<file path="config.mk">
export PLATFORM = sky130hd
export DESIGN_NAME = program_loader_flat
export DESIGN_NICKNAME = d
export VERILOG_FILES = /design/src/rtl/program_loader_if.sv /design/src/rtl/program_loader.sv /design/src/flat_wrapper.sv
export SDC_FILE = /design/constraint.sdc
export NUM_CORES = 1
export LEC_CHECK = 0
export BUFFER_PORTS_ARGS = -buffer_cell sky130_fd_sc_hd__buf_2
export CAP_MARGIN = 15
export CELL_PAD_IN_SITES_DETAIL_PLACEMENT = 0
export CELL_PAD_IN_SITES_GLOBAL_PLACEMENT = 1
export CORE_MARGIN = 5
export CORE_UTILIZATION = 30
export CTS_BUF_LIST = sky130_fd_sc_hd__clkbuf_4 sky130_fd_sc_hd__clkbuf_8
export CTS_CLUSTER_SIZE = 16
export DETAILED_ROUTE_END_ITERATION = 6
export GPL_TIMING_DRIVEN = 0
export PLACE_DENSITY_LB_ADDON = 0.05
export SYNTH_ARGS = -nofsm -noshare
export SYNTH_HDL_FRONTEND = slang
export SYNTH_SLANG_ARGS = --single-unit
</file>
<file path="constraint.sdc">
create_clock -name clk -period 3.82 [get_ports clk]
set_input_delay 0.955 -clock clk [delete_from_list [all_inputs] [get_ports clk]]
set_output_delay 0.955 -clock clk [all_outputs]
set_load 0.01 [all_outputs]
</file>
<file path="src/rtl/program_loader_if.sv">
// Byte-stream receive handshake and program-memory write port of the program loader.
// The master modport is the loader side; the slave modport is the byte source / memory side.
interface program_loader_if;
    logic        rx_valid;
    logic [7:0]  rx_data;
    logic        rx_ready;
    logic        mem_write_enable;
    logic [31:0] mem_byte_address;
    logic [31:0] mem_write_data;

    modport master (
        input  rx_valid,
        input  rx_data,
        output rx_ready,
        output mem_write_enable,
        output mem_byte_address,
        output mem_write_data
    );

    modport slave (
        output rx_valid,
        output rx_data,
        input  rx_ready,
        input  mem_write_enable,
        input  mem_byte_address,
        input  mem_write_data
    );
endinterface

</file>
<file path="src/rtl/program_loader.sv">
// Loads a length-prefixed little-endian byte stream into program memory as 32-bit words,
// holding the core in reset until the image is complete.
module program_loader #(
    parameter int          MEM_WORDS      = 256,
    parameter logic [31:0] BASE_ADDR      = 32'h0000_0000,
    parameter int          TIMEOUT_CYCLES = 100000
) (
    input  logic                  clk,
    input  logic                  reset_n,
    input  logic                  load_req,
    program_loader_if.master      bus,
    output logic                  cpu_reset_n,
    output logic                  busy,
    output logic                  done,
    output logic                  error,
    output logic [15:0]           words_loaded
);

    typedef enum logic [2:0] {
        ST_IDLE  = 3'd0,
        ST_LEN   = 3'd1,
        ST_DATA  = 3'd2,
        ST_WRITE = 3'd3,
        ST_DONE  = 3'd4,
        ST_ERROR = 3'd5
    } state_t;

    localparam logic [31:0] MEM_WORDS_W  = 32'(MEM_WORDS);
    localparam logic [31:0] TIMEOUT_LAST = 32'(TIMEOUT_CYCLES - 1);

    state_t      state_r;
    logic [31:0] shift_r;
    logic [31:0] word_count_r;
    logic [1:0]  byte_cnt_r;
    logic [31:0] index_r;
    logic [31:0] idle_cnt_r;

    logic        xfer_s;
    logic        last_byte_s;
    logic        timeout_s;
    logic [31:0] assembled_s;
    logic [31:0] index_next_s;

    // Handshake decode and little-endian word assembly (new byte enters at the top).
    assign xfer_s       = bus.rx_valid && bus.rx_ready;
    assign last_byte_s  = (byte_cnt_r == 2'd3);
    assign timeout_s    = (idle_cnt_r == TIMEOUT_LAST);
    assign assembled_s  = {bus.rx_data, shift_r[31:8]};
    assign index_next_s = index_r + 32'd1;

    // Loader FSM with all outputs registered.
    always_ff @(posedge clk or negedge reset_n) begin
        if (!reset_n) begin
            state_r              <= ST_IDLE;
            shift_r              <= 32'd0;
            word_count_r         <= 32'd0;
            byte_cnt_r           <= 2'd0;
            index_r              <= 32'd0;
            idle_cnt_r           <= 32'd0;
            bus.rx_ready         <= 1'b0;
            bus.mem_write_enable <= 1'b0;
            bus.mem_byte_address <= 32'd0;
            bus.mem_write_data   <= 32'd0;
            cpu_reset_n          <= 1'b0;
            busy                 <= 1'b0;
            done                 <= 1'b0;
            error                <= 1'b0;
            words_loaded         <= 16'd0;
        end else begin
            case (state_r)
                ST_IDLE, ST_DONE, ST_ERROR: begin
                    if (load_req) begin
                        state_r      <= ST_LEN;
                        bus.rx_ready <= 1'b1;
                        busy         <= 1'b1;
                        done         <= 1'b0;
                        error        <= 1'b0;
                        words_loaded <= 16'd0;
                        cpu_reset_n  <= 1'b0;
                        byte_cnt_r   <= 2'd0;
                        idle_cnt_r   <= 32'd0;
                    end else begin
                        // A failed image must never be executed.
                        cpu_reset_n <= (state_r != ST_ERROR);
                    end
                end
                ST_LEN: begin
                    if (xfer_s) begin
                        shift_r    <= assembled_s;
                        byte_cnt_r <= byte_cnt_r + 2'd1;
                        idle_cnt_r <= 32'd0;
                        if (last_byte_s) begin
                            word_count_r <= assembled_s;
                            if (assembled_s == 32'd0) begin
                                state_r      <= ST_DONE;
                                bus.rx_ready <= 1'b0;
                                busy         <= 1'b0;
                                done         <= 1'b1;
                            end else if (assembled_s > MEM_WORDS_W) begin
                                state_r      <= ST_ERROR;
                                bus.rx_ready <= 1'b0;
                                busy         <= 1'b0;
                                error        <= 1'b1;
                            end else begin
                                state_r <= ST_DATA;
                                index_r <= 32'd0;
                            end
                        end
                    end else if (timeout_s) begin
                        state_r      <= ST_ERROR;
                        bus.rx_ready <= 1'b0;
                        busy         <= 1'b0;
                        error        <= 1'b1;
                    end else begin
                        idle_cnt_r <= idle_cnt_r + 32'd1;
                    end
                end
                ST_DATA: begin
                    if (xfer_s) begin
                        shift_r    <= assembled_s;
                        byte_cnt_r <= byte_cnt_r + 2'd1;
                        idle_cnt_r <= 32'd0;
                        if (last_byte_s) begin
                            state_r              <= ST_WRITE;
                            bus.rx_ready         <= 1'b0;
                            bus.mem_write_enable <= 1'b1;
                            bus.mem_byte_address <= BASE_ADDR + (index_r << 2);
                            bus.mem_write_data   <= assembled_s;
                        end
                    end else if (timeout_s) begin
                        state_r      <= ST_ERROR;
                        bus.rx_ready <= 1'b0;
                        busy         <= 1'b0;
                        error        <= 1'b1;
                    end else begin
                        idle_cnt_r <= idle_cnt_r + 32'd1;
                    end
                end
                ST_WRITE: begin
                    bus.mem_write_enable <= 1'b0;
                    index_r              <= index_next_s;
                    words_loaded         <= words_loaded + 16'd1;
                    if (index_next_s == word_count_r) begin
                        state_r <= ST_DONE;
                        busy    <= 1'b0;
                        done    <= 1'b1;
                    end else begin
                        state_r      <= ST_DATA;
                        bus.rx_ready <= 1'b1;
                        idle_cnt_r   <= 32'd0;
                    end
                end
                default: begin
                    state_r              <= ST_IDLE;
                    bus.rx_ready         <= 1'b0;
                    bus.mem_write_enable <= 1'b0;
                    busy                 <= 1'b0;
                end
            endcase
        end
    end

endmodule
</file>
<file path="src/flat_wrapper.sv">
// flat-port wrapper written by rule: the top's interface ports become plain ports
module program_loader_flat 
#(
    parameter int          MEM_WORDS      = 256,
    parameter logic [31:0] BASE_ADDR      = 32'h0000_0000,
    parameter int          TIMEOUT_CYCLES = 100000
)
  (clk, reset_n, load_req, cpu_reset_n, busy, done, error, words_loaded, bus_rx_valid, bus_rx_data, bus_rx_ready, bus_mem_write_enable, bus_mem_byte_address, bus_mem_write_data);
  program_loader_if bus_i ();
  input  logic clk;
  input  logic reset_n;
  input  logic load_req;
  output logic cpu_reset_n;
  output logic busy;
  output logic done;
  output logic error;
  output logic [15:0] words_loaded;
  input wire logic [$bits(bus_i.rx_valid)-1:0] bus_rx_valid;
  input wire logic [$bits(bus_i.rx_data)-1:0] bus_rx_data;
  output wire logic [$bits(bus_i.rx_ready)-1:0] bus_rx_ready;
  output wire logic [$bits(bus_i.mem_write_enable)-1:0] bus_mem_write_enable;
  output wire logic [$bits(bus_i.mem_byte_address)-1:0] bus_mem_byte_address;
  output wire logic [$bits(bus_i.mem_write_data)-1:0] bus_mem_write_data;
  assign bus_i.rx_valid = bus_rx_valid;
  assign bus_i.rx_data = bus_rx_data;
  assign bus_rx_ready = bus_i.rx_ready;
  assign bus_mem_write_enable = bus_i.mem_write_enable;
  assign bus_mem_byte_address = bus_i.mem_byte_address;
  assign bus_mem_write_data = bus_i.mem_write_data;
  program_loader #(.MEM_WORDS(MEM_WORDS), .BASE_ADDR(BASE_ADDR), .TIMEOUT_CYCLES(TIMEOUT_CYCLES)) u_core (.clk(clk), .reset_n(reset_n), .load_req(load_req), .bus(bus_i), .cpu_reset_n(cpu_reset_n), .busy(busy), .done(done), .error(error), .words_loaded(words_loaded));
endmodule
</file>
Word-level counts from Yosys, hierarchy flattened

Index checks and enable logic that the tools add are counted.

Bits of input ports: 12
Output and inout bits: 86
Register bits: 217

Add/subtract/negate cells: 4
Reduce and logical (&&, ||, !) cells: 25
Bitwise logic cells: 1
Eq/ne operators: 27
Order comparisons: 1
Multiplexer cells: 57

Operators by type and width:

| kind                                                            | number |
|---|---|
| two-way mux 32 bit                                              | 8 |
| one-hot mux 32 bit (3 select lines)                             | 1 |
| adder 32 x 1 -> 32 bit (second input constant)                  | 2 |
| one-hot mux 32 bit (2 select lines)                             | 1 |
| equality test 32 x 17 -> 1 bit (second input constant)          | 1 |
| equality test 32 bit                                            | 1 |
| greater-than comparator 32 x 9 -> 1 bit (second input constant) | 1 |
| logical NOT 32 bit                                              | 1 |
| one-hot mux 16 bit (2 select lines)                             | 1 |
| two-way mux 1 bit                                               | 27 |
| two-way mux 3 bit                                               | 9 |
| adder 16 x 1 -> 16 bit (second input constant)                  | 1 |
| two-way mux 16 bit                                              | 1 |
| inequality test 3 bit (second input constant)                   | 5 |
| AND reduction 3 bit                                             | 5 |
| AND reduction 5 bit                                             | 3 |
| inequality test 2 x 1 -> 1 bit (second input constant)          | 7 |
| one-hot mux 3 bit (4 select lines)                              | 1 |
| AND reduction 6 bit                                             | 2 |
| inequality test 2 bit (second input constant)                   | 5 |
| nonzero test 3 bit                                              | 3 |
| one-hot mux 1 bit (4 select lines)                              | 2 |
| equality test 3 x 2 -> 1 bit (second input constant)            | 2 |
| equality test 3 bit (second input constant)                     | 2 |
| 18 further kinds                                                | 23 |

Longest topological paths before layout

Gate-level depths: netlist of run 1.

Word-level depth: 6
Depth in mapped cells: 13

Worst setup path after synthesis of run 1

OpenSTA, ideal clock, no wires.

Path type: reg-to-reg
Start: reg u_core.index_r[0]
End: reg u_core.idle_cnt_r[10]
Buffers on the path: 2
Period minus slack after synthesis: 3.111 ns
Cell stages (with the launch flop): 13
Slack: 0.709 ns
Data required time: 3.756 ns
Arrival time: 3.047 ns
Cells stage by stage: dfrtp_1 ha_1 nand3_2 or4_1 or3_1 a221oi_2 nand4_1 nor4_2 nand4_2 nand2_2 buf_6 buf_8 a21o_1

Word-level cells in the longest chain between the ends: 4

RTL lines:

| item                                   | line                  | source |
|---|---|---|
| start, declared                        | program_loader.sv:35  | `logic [31:0] index_r;` |
| start signal, assigned                 | program_loader.sv:141 | `index_r <= index_next_s;` |
| adder 32 x 1 -> 32 bit                 | program_loader.sv:49  | `assign index_next_s = index_r + 32'd1;` |
| equality test 32 bit                   | program_loader.sv:143 | `if (index_next_s == word_count_r) begin` |
| inequality test 2 bit (no source line) | n/a                   |  |
| AND reduction 4 bit (no source line)   | n/a                   |  |
| end signal, assigned                   | program_loader.sv:115 | `idle_cnt_r <= idle_cnt_r + 32'd1;` |
| end signal, assigned                   | program_loader.sv:136 | `idle_cnt_r <= idle_cnt_r + 32'd1;` |
| end, declared                          | program_loader.sv:36  | `logic [31:0] idle_cnt_r;` |

No other way between the ends.
A chain may end at the register's enable or synchronous reset.

Final worst setup path of run 1

Start: reg u_core.index_r[0]
End: reg u_core.idle_cnt_r[12]

Same word-level chain as after synthesis.

==> results of run 1 <==
-- worst paths after layout --
kind,slack [ps],endpoint,depth (start not counted)
setup / recovery,230,u_core.idle_cnt_r[12]$_DFFE_PN0P_,13
hold / removal,300,u_core.bus.mem_byte_address[25]$_DFFE_PN0P_,1
setup reg to reg,230,u_core.idle_cnt_r[12]$_DFFE_PN0P_,13
hold reg to reg,480,u_core.bus.mem_write_enable$_DFFE_PN0P_,1
max in group asynchronous,2710,u_core.idle_cnt_r[25]$_DFFE_PN0P_,2
min in group clk,480,u_core.bus.mem_write_enable$_DFFE_PN0P_,1
-- cell families (layout without fill, tap and decap cells) --
group | Yosys count | count (layout) | synth area share [%]
AOI/OAI and AO/OA | 224 | 224 | 13.3
DFF | 209 | 209 | 48.9
and+or+nand+nor | 355 | 355 | 17.2
muxes | 124 | 124 | 13.0
xor gates and xnor gates | 44 | 44 | 3.60
adders and majority gates | 4 | 4 | 0.468
buffers and inverters | 88 | 256 | 3.54
other | 1 | 2 | 0.0350
-- final cells by class --
class / instances / area (um2)
fill: 3632 / 22600
sequential: 209 / 5230
multi-input combinational: 753 / 5160
clock buffer: 63 / 817
tap: 461 / 577
timing repair buffer: 97 / 541
buffer: 68 / 304
clock inverter: 11 / 88.8
inverter: 17 / 63.8
-- routing by layer --
layer | up-vias | share of wire, % | global-route usage, %
met2 | 189 | 43 | 25.8
met5 | - | 0 | 0
li1 | 4124 | - | -
met3 | 60 | 4.4 | 3.07
met4 | 0 | 2.7 | 5.37
met1 | 4211 | 50 | 26.2
-- critical path, cell delays in order (launching register included) --
cell and delay (ps):
dfrtp_2 450, ha_2 290, and3_1 160, buf_2 170, nand4_2 360, nor4_4 480, xnor2_1 200, nand4_1 190
nor4_4 410, nand4_4 230, nand2_2 150, buf_6 170, buf_8 140, a21o_1 120
-- power groups by stage --
| stage | clock network (mW) | registers, mW | logic, mW |
|---|---|---|---|
| finish | 2.44 | 3.45 | 2.34 |
| global placement | 0 | 3.44 | 2.33 |
| CTS | 2.55 | 3.41 | 2.40 |
| detailed placement | 0 | 3.44 | 2.35 |
| floorplan | 0 | 3.12 | 1.71 |
| global route | 2.65 | 3.54 | 2.61 |
-- state kept, by name (all words and copies together), names as in the netlist --
register and cells:
u_core.bus.mem_byte_address 30, u_core.bus.mem_write_data 32, u_core.bus.mem_write_enable 1, u_core.bus.rx_ready 1, u_core.busy 1, u_core.byte_cnt_r 2
u_core.cpu_reset_n 1, u_core.done 1, u_core.error 1, u_core.idle_cnt_r 32, u_core.index_r 32, u_core.shift_r 24
u_core.state_r 3, u_core.word_count_r 32, u_core.words_loaded 16
-- synthesized netlist by cell type (5+ instances only) --
library cell	instances
or3_1	8
o21a_1	5
mux2_2	121
xor2_1	18
nor4_1	22
nor2b_1	6
o21ai_0	89
nand2_1	80
xnor2_1	26
a21oi_1	27
or4_1	7
buf_2	12
nor2_1	69
and2_1	8
a211o_1	5
a31oi_1	15
a22o_1	5
dfrtp_1	209
clkbuf_1	49
a21o_1	22
a211oi_1	5
o31ai_1	27
and3_1	23
nand4_1	24
nor3_1	18
inv_1	17
nand3_1	60
-- repair_timing --
action	4_1_cts	5_1_grt
hold buffers	0	0
pin swaps	1	1
endpoints found under the setup margin	30	31
resized for setup	6	4
-- metrics by stage --
step / std cells / hold slack (ps) / util [%]
floorplan: 1050 / 453 / -
CTS: 1682 / 288 / 36.1
finish: 1679 / 305 / 36.1
global route: 1679 / 310 / 36.1
detailed placement: 1608 / 474 / 33.4
global placement: 1606 / 469 / 33.2
==> metrics, run 1 <==
routed length per instance=20.3 um; Root Driver=clkbuf_8; # setup viols final=0; fraction of registers with async set/reset=between 90% and 100%; FMAX=approximately 280 MHz; die area=39600 um2; Netlist cell types=just over 70; Mapped Area=approximately 11000 um2; Mapped Cells=between 1000 and 1500; Psw=about 3.1 mW; Sw Share=between 30 and 40%; worst skew pair latency=just under 600 ps; Hold Crit Class=input port to async pin; row cnt=slightly below 70; top cells by area, synth=dfrtp_1, mux2_2, o21ai_0, nand2_1, nand3_1; DR DRC count=0; Detail Route Antenna Nets=0; final instance area=12800 um2; Num CTS Buffers=42; number of nets in the layout=1204; most common cell after layout, fill and taps aside=dfrtp_1; part of the power in combinational logic=between 20% and 30%; layout cells sized above 1=between 20% and 30%; Clock Sinks=about 210; worst relative slew slack=between 20% and 30%; worst setup path class=register to register; fin. max-slew vios=0; Post-Route WL=34100 um; status=finished clean; Starting Density=30.2%; Post-synth EDFFs=0; pre-CTS WS=-163 ps; final worst slack=~230 ps; Worst Setup End Kind=register; CTS tree=yes; CP Max Fanout=10; number of port buffers=between 90 and 100; Setup Total Neg Slack=0 ps; Yosys top cell by area=dfrtp_1; initial antenna violation count=0; maximum vdd drop=0.230 mV; clock share of power=29.7%; synth warn=0; die extent in x=about 200 um; crit path time final=~3600 ps; vias in the first global route=about 8700; P_leak=approximately 6.1 nW; critical path arrival=approximately 4100 ps; Main synth FF type=dfrtp_1; pwr dens=between 600 and 700 nW/um2; crit start category=register; Required @ worst endpoint=about 4300 ps; CP startpoint=u_core.index_r[0]$_DFFE_PN0P_; worst slew pin tran=approximately 1100 ps; Post-CTS Setup Bufs=0; Internal=between 5 and 6 mW; chip height=roughly 200 um; number of DRC markers in iteration 0=530; htree depth=2; share of the synthesized area in the top cell type=about half; Critical R2R Launch=u_core.index_r[0]$_DFFE_PN0P_; Post-DP Area=around 12000 um2; All-Layer GR Usage=between 10% and 20%; Max Cap Viol=0; DR vias=between 8000 and 9000; Longest Clk Path Bufs=3; Area Overhead vs Synth=19.4%; FF+latch count, synth=about 210; total power=8.23 mW; Worst-path clk slew=approximately 60 ps; global-route wire length before repair=roughly 54000 um; Final HPWL DP=24200 um; syn avg cell area=between 10 and 15 um2; Seq pwr share=around two fifths; IO Pins=just under 100; RSZ-0062 raised after global routing=no; n_diodes=0; commonest cells after routing, fill and taps aside=dfrtp_1, mux2_2, buf_2, o21ai_0, nand2_1; Final Hold Viols=0; Core Region=35400 um2; Via density=5.11; largest net degree at the start of global routing=83; GRT overflow=0; final clock period utilization by the worst path=approximately 94%; Pre-antenna DRT Iters=5; sequential share of the synthesized area=48.9%; worst clock skew=around 23 ps; GP Congestion=0.793
(Power assumes the default switching activity.)
==> run 2: changes to the inputs <==
--- a/config.mk
+++ b/config.mk
@@ -9,6 +9,7 @@
 export CAP_MARGIN = 15
 export CELL_PAD_IN_SITES_DETAIL_PLACEMENT = 0
 export CELL_PAD_IN_SITES_GLOBAL_PLACEMENT = 1
+export CORE_ASPECT_RATIO = 1.75
 export CORE_MARGIN = 5
 export CORE_UTILIZATION = 30
 export CTS_BUF_LIST = sky130_fd_sc_hd__clkbuf_4 sky130_fd_sc_hd__clkbuf_8
==> run 2 against run 1 <==
Sequential share of layout area is 0.36 points higher. Combinational power is 2% higher. Worst setup slack worse by 1.7 ps. Routed wire length is 6.4% higher. Via count is 1.6% higher. Register-to-register slack hardly changed. Non-clock buffer count is 4 higher. Critical path type unchanged. Critical endpoint is now u_core.idle_cnt_r[9]$_DFFE_PN0P_.
==> metrics, run 2 (synthesis gave the netlist of run 1 again) <==
critical path arrival=4020 ps (was 4090 ps); Area Overhead vs Synth=18.4% (was 19.4%); largest net degree at the start of global routing=110 (was 83); number of port buffers=95 (unchanged); crit start category=register (unchanged); GRT overflow=0 (unchanged); most common cell after layout, fill and taps aside=dfrtp_1 (unchanged); layout cells sized above 1=26.7% (was 27.1%); CP Max Fanout=10 (unchanged); routed length per instance=21.6 um (was 20.3 um); fin. max-slew vios=0 (unchanged); placed cells=1611 (was 1608); fillcell total=3695 (was 3632); chip height=260 um (was 199 um); fin cells=1678 (was 1679); Final HPWL DP=27100 um (was 24200 um); P_leak=5.99 nW (was 6.05 nW); worst skew pair latency=550 ps (was 580 ps); Crit path largest cell delay=1090 ps (was 480 ps); final instance area=12700 um2 (was 12800 um2); Detail Route Antenna Nets=0 (unchanged); die area=39700 um2 (was 39600 um2); die extent in x=153 um (was 199 um); All-Layer GR Usage=18.1% (was 17.5%); htree depth=2 (unchanged); Max Cap Viol=0 (unchanged); # setup viols final=0 (unchanged); Clock Sinks=209 (unchanged); final hold slack=448 ps (was 305 ps); Pre-antenna DRT Iters=7 (was 5); GP Congestion=0.790 (was 0.793); Required @ worst endpoint=4250 ps (was 4320 ps); DR vias=8722 (was 8584); maximum vdd drop=0.258 mV (was 0.230 mV); initial antenna violation count=1 (was 0); global-route wire length before repair=55700 um (was 53900 um); number of nets in the layout=1202 (was 1204); worst setup path class=register to register (unchanged); Core Region=35300 um2 (was 35400 um2); commonest cells after routing, fill and taps aside=dfrtp_1, mux2_2, buf_2, o21ai_0, nand2_1 (unchanged); Starting Density=30.3% (was 30.2%); Hold Crit Class=input port to async pin (unchanged); FMAX=279 MHz (about the same); DR DRC count=0 (unchanged); final clock period utilization by the worst path=93.9% (about the same); CP max stage cell=nor4_1 (was nor4_4); status=finished clean (unchanged); cts hold-fix bufs=0 (unchanged); Worst-path clk slew=70 ps (was 60 ps); Setup Total Neg Slack=0 ps (unchanged); CTS tree=yes (unchanged); worst-path cell chain=ha_2 > nand3_2 > nor4_1 > and2_1 > xnor2_1 > nand2_1 > o211a_1 > nand4_4 > nand2_2 > buf_6 > buf_8 > a21o_1 (was ha_2 > and3_1 > buf_2 > nand4_2 > nor4_4 > xnor2_1 > nand4_1 > nor4_4 > nand4_4 > nand2_2 > buf_6 > buf_8 > a21o_1); Post-Route WL=36300 um (was 34100 um); worst clock skew=17.2 ps (was 23.1 ps); Via density=5.20 (was 5.11); vias in the first global route=8905 (was 8712); crit path time final=3590 ps (about the same); Num CTS Buffers=36 (was 42); row cnt=91 (was 69); Post-DP Area=11800 um2 (about the same); worst relative slew slack=15.2% (was 24.6%); worst slew pin tran=1260 ps (was 1120 ps); number of DRC markers in iteration 0=401 (was 530); IO Pins=98 (unchanged); Final Hold Viols=0 (unchanged); Root Driver=clkbuf_8 (unchanged); Longest Clk Path Bufs=3 (unchanged); pwr dens=633 nW/um2 (was 644 nW/um2); RSZ-0062 raised after global routing=no (unchanged); Worst Setup End Kind=register (unchanged)
==> run 2: cell count changes in the layout (fill, tap and decap cells not counted), moves of 3 or more <==
cell / delta
clkbuf_4: +6
clkinv_8: -3
clkinv_2: -7
clkbuf_8: -9
buf_4: +4
==> run 2: what timing repair did <==
action,CTS,global route
gates resized for setup,5,5
cloned,0,0
pin swaps,2,2
buffers inserted,2,2
endpoints found under the setup margin,36,34
==> run 2: layout make-up <==
type / count / area, um2 / area share, %
inverter: 17 / 63.8 / 0.504
clock buffer: 60 / 738 / 5.83
timing repair buffer: 100 / 543 / 4.29
sequential: 209 / 5230 / 41.3
tap: 465 / 582 / 4.59
antenna: 1 / 2.50 / 0.0198
buffer: 69 / 308 / 2.43
multi-input combinational: 753 / 5150 / 40.7
clock inverter: 4 / 50.0 / 0.395
==> run 2: report_power, final <==
| group | switching (mW) | internal, mW |
|---|---|---|
| Clock | 0.980 | 1.28 |
| Combinational | 1.37 | 1.01 |
| Sequential | 0.644 | 2.73 |
==> run 2: per-layer routing <==
layer	share of wire [%]	up-vias	GRT usage (%)
met3	3.2	84	2.75
met2	56	192	35.5
li1	-	4110	-
met4	4.5	0	8.12
met1	36	4336	18.8
met5	0	-	0
==> run 2: worst paths after layout <==
path | startpoint | endpoint | slack (ps) | cells after the start
setup / recovery | u_core.index_r[0]$_DFFE_PN0P_ | u_core.idle_cnt_r[9]$_DFFE_PN0P_ | 230 | 12
max in group asynchronous | reset_n | u_core.idle_cnt_r[10]$_DFFE_PN0P_ | 2310 | 2
hold reg to reg | u_core.bus.mem_write_enable$_DFFE_PN0P_ | u_core.bus.mem_write_enable$_DFFE_PN0P_ | 490 | 1
hold / removal | reset_n | u_core.words_loaded[10]$_DFFE_PN0P_ | 450 | 1
setup reg to reg | u_core.index_r[0]$_DFFE_PN0P_ | u_core.idle_cnt_r[9]$_DFFE_PN0P_ | 230 | 12
min in group clk | u_core.bus.mem_write_enable$_DFFE_PN0P_ | u_core.bus.mem_write_enable$_DFFE_PN0P_ | 490 | 1
==> run 2: stage by stage <==
step	setup slack (ps)	util, %	total power [mW]
2_1_floorplan	709	-	4.83
3_3_place_gp	-2240	33.3	5.78
3_5_place_dp	-393	33.4	5.81
4_1_cts	107	35.8	8.15
5_1_grt	15.3	35.9	8.54
6_report	232	35.9	8.02
==> run 2: worst max-delay path: cells and delay by family (launching register included) <==
family,cells,cell delay [ps]
AOI/OAI and AO/OA,2,330
xor gates and xnor gates,1,150
adders and majority gates,1,280
buffers and inverters,2,320
DFF,1,480
and+or+nand+nor,6,1920
==> run 3: changes to the inputs <==
--- a/config.mk
+++ b/config.mk
@@ -10,13 +10,12 @@
 export CELL_PAD_IN_SITES_DETAIL_PLACEMENT = 0
 export CELL_PAD_IN_SITES_GLOBAL_PLACEMENT = 1
 export CORE_ASPECT_RATIO = 1.75
-export CORE_MARGIN = 5
 export CORE_UTILIZATION = 30
 export CTS_BUF_LIST = sky130_fd_sc_hd__clkbuf_4 sky130_fd_sc_hd__clkbuf_8
 export CTS_CLUSTER_SIZE = 16
 export DETAILED_ROUTE_END_ITERATION = 6
 export GPL_TIMING_DRIVEN = 0
-export PLACE_DENSITY_LB_ADDON = 0.05
+export PLACE_DENSITY_LB_ADDON = 0.3
 export SYNTH_ARGS = -nofsm -noshare
 export SYNTH_HDL_FRONTEND = slang
 export SYNTH_SLANG_ARGS = --single-unit
==> run 3 against run 2 <==
Power is 1.5% lower. Utilization hardly changed. Combinational power hardly changed. Flip-flop and latch count stayed put. Count of clock-buffer cells in the layout is 9 lower. Clock skew is 26 ps higher. Via count is 0.58% lower.
==> metrics, run 3 (synthesis gave the netlist of run 1 again) <==
status=finished clean (unchanged); htree depth=2 (unchanged); worst slew pin tran=1130 ps (was 1260 ps); commonest cells after routing, fill and taps aside=dfrtp_1, mux2_2, buf_2, o21ai_0, nand2_1 (unchanged); global-route wire length before repair=50800 um (was 55700 um); GRT overflow=0 (unchanged); Post-Route WL=32800 um (was 36300 um); Setup Total Neg Slack=0 ps (unchanged); Pre-antenna DRT Iters=4 (was 7); largest net degree at the start of global routing=116 (was 110); number of port buffers=95 (unchanged); layout cells sized above 1=26.2% (was 26.7%); fin. max-slew vios=0 (unchanged); footprint of the multi-input gates=5140 um2 (was 5150 um2); Root Driver=clkbuf_8 (unchanged); final clock period utilization by the worst path=94.4% (was 93.9%); Num CTS Buffers=36 (unchanged); worst skew pair latency=570 ps (was 550 ps); pwr dens=626 nW/um2 (was 633 nW/um2); number of stages on the worst setup path=13 (was 12); flop2flop setup slack=210 ps (was 230 ps); Final Hold Viols=0 (unchanged); initial antenna violation count=2 (was 1); final instance area=12600 um2 (was 12700 um2); met3 WL post-DR=1220 um (was 1160 um); r2r endpoint=u_core.idle_cnt_r[5]$_DFFE_PN0P_ (was u_core.idle_cnt_r[9]$_DFFE_PN0P_); All-Layer GR Usage=18.5% (was 18.1%); crit path time final=3610 ps (was 3590 ps); Detail Route Antenna Nets=0 (unchanged); Crit path largest cell delay=530 ps (was 1090 ps); Final HPWL DP=24200 um (was 27100 um); DR DRC count=0 (unchanged); P_leak=5.96 nW (was 5.99 nW); most common cell after layout, fill and taps aside=dfrtp_1 (unchanged); row cnt=91 (unchanged); worst-path cell chain=ha_2 > and3_1 > buf_2 > nand4_2 > nor4_4 > xnor2_1 > nand4_1 > nor4_4 > nand4_4 > nand2_2 > buf_6 > buf_8 > a21o_1 (was ha_2 > nand3_2 > nor4_1 > and2_1 > xnor2_1 > nand2_1 > o211a_1 > nand4_4 > nand2_2 > buf_6 > buf_8 > a21o_1); IO Pins=98 (unchanged); met2 WL post-DR=17900 um (was 20400 um); Area Overhead vs Synth=17.9% (was 18.4%); maximum vdd drop=0.286 mV (was 0.258 mV); number of DRC markers in iteration 0=395 (was 401); # setup viols final=0 (unchanged); cts hold-fix bufs=0 (unchanged); Util after Layout=35.9% (about the same); number of nets in the layout=1200 (was 1202); Buf+Inv Stages, Crit Path=3 (was 2); CTS tree=yes (unchanged); M1 wire length=11900 um (was 13100 um); Longest Clk Path Bufs=3 (unchanged); CP Max Fanout=10 (unchanged); Post-DP Area=11800 um2 (unchanged); sequential cell area=5230 um2 (unchanged); die area=36500 um2 (was 39700 um2); Worst-path clk slew=70 ps (about the same); worst reg2reg path depth=13 (was 12); cell repeated most along the worst path=nor4_4; FMAX=277 MHz (was 279 MHz); chip height=252 um (was 260 um); worst relative slew slack=23.8% (was 15.2%); GP Congestion=0.876 (was 0.790); die extent in x=145 um (was 153 um); Hold Crit Class=input port to async pin (unchanged); Core Region=35200 um2 (was 35300 um2); vias in the first global route=8752 (was 8905); Via density=5.18 (was 5.20); DR top layer=met5 (was met4); CP max stage cell=nor4_4 (was nor4_1); critical path arrival=4110 ps (was 4020 ps); RSZ-0062 raised after global routing=no (unchanged); routed length per instance=19.6 um (was 21.6 um); Worst Setup End Kind=register (unchanged); Starting Density=30.4% (was 30.3%); crit path to=u_core.idle_cnt_r[5]$_DFFE_PN0P_ (was u_core.idle_cnt_r[9]$_DFFE_PN0P_); Clock Sinks=209 (unchanged); Required @ worst endpoint=4320 ps (was 4250 ps); total power=7.90 mW (was 8.02 mW); worst setup path class=register to register (unchanged); Critical R2R Launch=u_core.index_r[1]$_DFFE_PN0P_ (was u_core.index_r[0]$_DFFE_PN0P_); CP startpoint=u_core.index_r[1]$_DFFE_PN0P_ (was u_core.index_r[0]$_DFFE_PN0P_); crit start category=register (unchanged); worst clock skew=42.9 ps (was 17.2 ps); delay-heaviest family, CP=simple AND/OR/NAND/NOR gates (unchanged); DR vias=8671 (was 8722); Max Cap Viol=0 (unchanged); fillcell total=3600 (was 3695)
-- run 3: cell types whose count changed in the layout (fill, tap and decap cells not counted), sizes merged --
cell	delta
clkinv	+4
buf	-3
clkbuf	-8
inv	+3
-- run 3: report_power, final --
part	total, mW	switching [mW]	internal (mW)
Clock	2.20	0.999	1.20
Sequential	3.34	0.612	2.73
Combinational	2.36	1.35	1.01
Total	7.90	2.96	4.94
-- run 3: cell type report --
class                           instances  share of cell area [%]
Multi-Input combinational cell        753                    40.8
Buffer                                 70                    2.47
Antenna cell                            1                  0.0198
Clock buffer                           51                    5.26
Inverter                               17                   0.506
Clock inverter                         11                   0.783
Timing Repair Buffer                   97                    4.12
Sequential cell                       209                    41.5
Tap cell                              465                    4.61
-- run 3: metal layers --
| layer | vias to the layer above | global-route usage [%] |
|---|---|---|
| li1 | 4099 | - |
| met1 | 4287 | 18.8 |
| met2 | 191 | 35.0 |
| met3 | 92 | 3.19 |
| met4 | 2 | 10.1 |
| met5 | - | 0 |
-- run 3: metrics by stage --
step,instances,worst slack [ps],hold slack [ps]
5_1_grt,1674,1.34,460
4_1_cts,1674,15.2,432
3_5_place_dp,1611,-313,475
6_report,1674,213,418
2_1_floorplan,1050,709,453
3_3_place_gp,1610,-2030,467
-- run 3: worst min-delay path by stage --
stage	start	to	slack, ps	depth (start not counted)
2_1_floorplan	u_core.byte_cnt_r[1]$_DFFE_PN0P_	u_core.byte_cnt_r[1]$_DFFE_PN0P_	450	2
3_3_place_gp	u_core.byte_cnt_r[1]$_DFFE_PN0P_	u_core.byte_cnt_r[1]$_DFFE_PN0P_	470	2
5_1_grt	reset_n	u_core.idle_cnt_r[10]$_DFFE_PN0P_	460	1
3_5_place_dp	u_core.bus.mem_write_enable$_DFFE_PN0P_	u_core.bus.mem_write_enable$_DFFE_PN0P_	480	1
6_report	reset_n	u_core.idle_cnt_r[10]$_DFFE_PN0P_	420	1
4_1_cts	reset_n	u_core.idle_cnt_r[12]$_DFFE_PN0P_	430	1
-- run 3: repair_timing --
action / CTS / global route
setup endpoints to repair: 31 / 21
gates resized for setup: 4 / 4
pin swaps: 1 / 2
buffers inserted: 1 / 0
